$ cat src/rtl/multu_sequencer.sv
// MULTU sequencer: 32-iteration unsigned shift-add multiplier that owns HI/LO,
// stalls the pipeline while iterating and serves MFHI/MFLO reads.
module multu_sequencer #(
  parameter int WIDTH = 32
) (
  input  logic             clk,
  input  logic             rst,
  input  logic             issue,
  input  logic [5:0]       funct,
  input  logic [WIDTH-1:0] a,
  input  logic [WIDTH-1:0] b,
  output logic [WIDTH-1:0] rd_data,
  output logic [WIDTH-1:0] hi,
  output logic [WIDTH-1:0] lo,
  output logic             busy,
  output logic             done,
  output logic             stall
);

  localparam int                CNT_W   = $clog2(WIDTH);
  localparam logic [CNT_W-1:0]  LAST    = CNT_W'(WIDTH - 1);
  localparam logic [5:0]        F_MULTU = 6'b011001;
  localparam logic [5:0]        F_MFHI  = 6'b010000;
  localparam logic [5:0]        F_MFLO  = 6'b010010;

  typedef enum logic [1:0] {IDLE, RUN, DONE} state_t;

  state_t               state;
  state_t               next_state;
  logic [CNT_W-1:0]     cnt;
  logic [2*WIDTH-1:0]   prod;
  logic [2*WIDTH-1:0]   prod_next;
  logic [WIDTH-1:0]     mcand;
  logic [WIDTH:0]       sum;
  logic                 accept;

  // A new multiply can only start outside RUN; during RUN the request is stalled instead.
  assign accept = issue && (funct == F_MULTU) && (state != RUN);

  always_comb begin
    sum = {1'b0, prod[2*WIDTH-1:WIDTH]};
    if (prod[0]) begin
      sum = sum + {1'b0, mcand};
    end
    prod_next = {sum, prod[WIDTH-1:1]};
  end

  always_ff @(posedge clk) begin
    if (rst) begin
      state <= IDLE;
      cnt   <= '0;
      prod  <= '0;
      mcand <= '0;
      hi    <= '0;
      lo    <= '0;
    end else begin
      state <= next_state;
      if (accept) begin
        mcand <= a;
        prod  <= {{WIDTH{1'b0}}, b};
        cnt   <= '0;
      end else if (state == RUN) begin
        prod <= prod_next;
        cnt  <= cnt + 1'b1;
        // HI/LO are committed from the final iteration's product, not the registered one.
        if (cnt == LAST) begin
          hi <= prod_next[2*WIDTH-1:WIDTH];
          lo <= prod_next[WIDTH-1:0];
        end
      end
    end
  end

  always_comb begin
    next_state = state;
    case (state)
      IDLE, DONE: next_state = accept ? RUN : IDLE;
      RUN:        next_state = (cnt == LAST) ? DONE : RUN;
      default:    next_state = IDLE;
    endcase
  end

  always_comb begin
    busy    = (state == RUN);
    done    = (state == DONE);
    stall   = issue && busy &&
              ((funct == F_MULTU) || (funct == F_MFHI) || (funct == F_MFLO));
    rd_data = '0;
    if (funct == F_MFHI) begin
      rd_data = hi;
    end else if (funct == F_MFLO) begin
      rd_data = lo;
    end
  end

endmodule

$ cat config.mk
export PLATFORM = sky130hd
export DESIGN_NAME = multu_sequencer
export DESIGN_NICKNAME = d
export VERILOG_FILES = /design/src/rtl/multu_sequencer.sv
export SDC_FILE = /design/constraint.sdc
export NUM_CORES = 1
export LEC_CHECK = 0
export CAP_MARGIN = 0
export CORE_ASPECT_RATIO = 0.5
export CORE_MARGIN = 2
export CORE_UTILIZATION = 40
export CTS_CLUSTER_DIAMETER = 30
export DETAILED_ROUTE_END_ITERATION = 6
export DONT_BUFFER_PORTS = 1
export GPL_TIMING_DRIVEN = 0
export PLACE_DENSITY = 0.55
export SLEW_MARGIN = 25
export SYNTH_ARGS = -nofsm -noshare
export SYNTH_HDL_FRONTEND = slang
export SYNTH_SLANG_ARGS = --single-unit
$ cat constraint.sdc
create_clock -name clk -period 6 [get_ports clk]
set_input_delay 0.6 -clock clk [delete_from_list [all_inputs] [get_ports clk]]
set_output_delay 0.6 -clock clk [all_outputs]
set_load 0.02 [all_outputs]
==> metrics.cfg <==
[critical_path]
reg2reg_slack_ns = 2.89
critPathKind = flop to output port
setup.worst_path.end_class = output port
arrival_ns = 3.25
r2r_cells = 10
worstPathMaxFanout = 10
cp-start-kind = flop
reg2reg_to = prod[59]
required_ns = 5.40
cp-startpoint = state[1]
r2r_start = prod[32]

[sta]
worst_slew_pin_slew_ns = 0.867
hold_violations = 0
fin_crit_ns = 3.85
relSlewSlack_pct = 42.2
maxSlewViolCount = 0
fmax_mhz = 260
finalClockSkew_ns = 0.00805
hold_slack_ns = 0.299
period_share_pct = 64.1
finalSetupViolations = 0
rsz0062_at_grt = no
finalSetupTns_ns = 0

[yosys]
yosys_register_bits = 167
yosys.area.top_type_share_pct = 38.4
synth-edff-count = 0
syn_avg_cell_area_um2 = 7.84
ys_top_cells_by_area = dfxtp_1, nand2_1, a21oi_1
syn_area_um2 = 8700
synth-seq-area-share_pct = 38.4
synthesis.nets = 1217
ys_warn_count = 0
async_flop_share_pct = 0
synthDistinctLibCells = 57
yosys_most_used_dff = dfxtp_1
synth_top_area_cell = dfxtp_1
synth_cells = 1109

[clock_network]
cts_root_buf = clkbuf_16
cts_hold_buf = 0
clkLatencyLatePin_ns = 0.43
clk_path_buf_depth = 2
ctsResizeCount = 0
cts_tree = done
h-tree-depth = 4
cts_made_buffers = 17
path_clk_slew_ns = 0.07
cts_setup_buffers = 0
clock-sinks = 167

[grt]
antenna_found_initial = 0
grt_pass1_vias = 7435
grt_max_degree = 17
grt_pass1_wl_mm = 43.3
grt_use_total_pct = 25.0
grt_overflow = 0

[floorplanning]
ioPinCount = 172
die_h_um = 108
die_area_um2 = 23000
initial_utilization_pct = 40.5
core_area_um2 = 21500
fp.dieW_um = 213
rows = 38

[power_and_ir_drop]
p_leak_nw = 3.38
p_per_area_nw_per_um2 = 239
ir_worst_vdd_mv = 0.140

[place]
dp_cells = 1409
numPortBuffers = 0
gp_congestion = 0.860
hpwl_mm = 22.6

[routing]
wl_mm = 28.7
vias = 8012
ant_nets = 0
dr.first_iter.drc_count = 715
wire_per_inst_um = 20.0
firstDrtPassIters = 5
vias_per_cell = 5.56
drc_errors = 0

[run_status]
outcome = finished clean

[cells_and_area]
final_nets = 1236
final_cell_mix = nand2_1, dfxtp_1, nor2_1, a21oi_1, clkbuf_1
final_common_cell = nand2_1
area_delta_synth_final_pct = 11.1
instances_no_fill = 1440
diodes = 0
drive_gt1_share_pct = 5.09

[hold_path]
whs_path_depth = 2
min-delay-start = a[0]
hold_path_end = mcand[0]
min_path_type = input pin to flop

[run]
drv_cap = 0

[worst max-delay path by stage]
| stage | end | slack, ns |
|---|---|---|
| floorplan | stall | 3.28 |
| global placement | prod[40] | 2.48 |
| detailed placement | prod[43] | 2.42 |
| CTS | stall | 2.18 |
| global route | stall | 2.00 |
| finish | stall | 2.15 |
[state kept, by name, indices dropped and copies added (netlist names)]
name and count:
prod 64, hi 32, lo 32, mcand 32, cnt 5, state 2
[layout make-up]
type                       instances  area (um2)
buffer                            86         395
multi-input combinational        847        4920
clock buffer                      22         474
fill                            2256       11800
tap                              300         375
inverter                           9        33.8
sequential                       167        3340
clock inverter                     9         116
[kinds of logic after synthesis]
group	Yosys count	synth area share (%)
simple gates	435	20.8
mux	55	6.37
fa+ha+maj	35	5.12
buf+inv	95	4.93
compound gates	291	21.2
xor+xnor	31	3.12
flops	167	38.4
[synthesized netlist by cell type, types with 6 or more instances]
master and n:
a211oi_1 37, a21o_1 6, a21oi_1 118, a221oi_1 6, a311oi_1 36, a31oi_1 9
buf_1 7, clkbuf_1 64, dfxtp_1 167, ha_1 34, inv_1 9, mux2i_1 52
nand2_1 201, nand2b_1 7, nand3_1 39, nand4_1 10, nor2_1 144, nor3_1 13
o211ai_1 6, o21ai_0 41, xnor2_1 21, xor2_1 10
[worst max-delay path, cell delays in order, from the launching register on]
cell	delay (ns)
dfxtp_1	0.31
nand2b_1	0.13
clkbuf_1	0.27
inv_1	0.13
clkbuf_1	0.37
buf_1	0.48
clkbuf_1	0.61
nand2_1	0.11
a21oi_1	0.39
[power breakdown]
group	switching, mW	leakage [nW]	internal, mW	total, mW
logic	0.0509	1.75	0.0211	0.0720
clock network	0.471	0.287	0.649	1.12
registers	0.00520	1.35	1.11	1.12
[through the flow]
step                      cell area, um2  total power [mW]  utilization (%)  setup WS [ns]
final                               9660              2.31             45.0           2.15
after global routing                9660              2.37             45.0           2.00
after CTS                           9660              2.31             45.0           2.18
after detailed placement            9070              1.21             42.2           2.42
after global placement              9070              1.21             42.2           2.48
after floorplan                     8700              1.19                -           3.28
[layer usage]
layer,wire (um),global-route usage [%]
met4,271,5.49
met2,11700,35.8
met5,0,0
met1,14700,38.0
met3,2110,5.40
(Power assumes the default switching activity.)
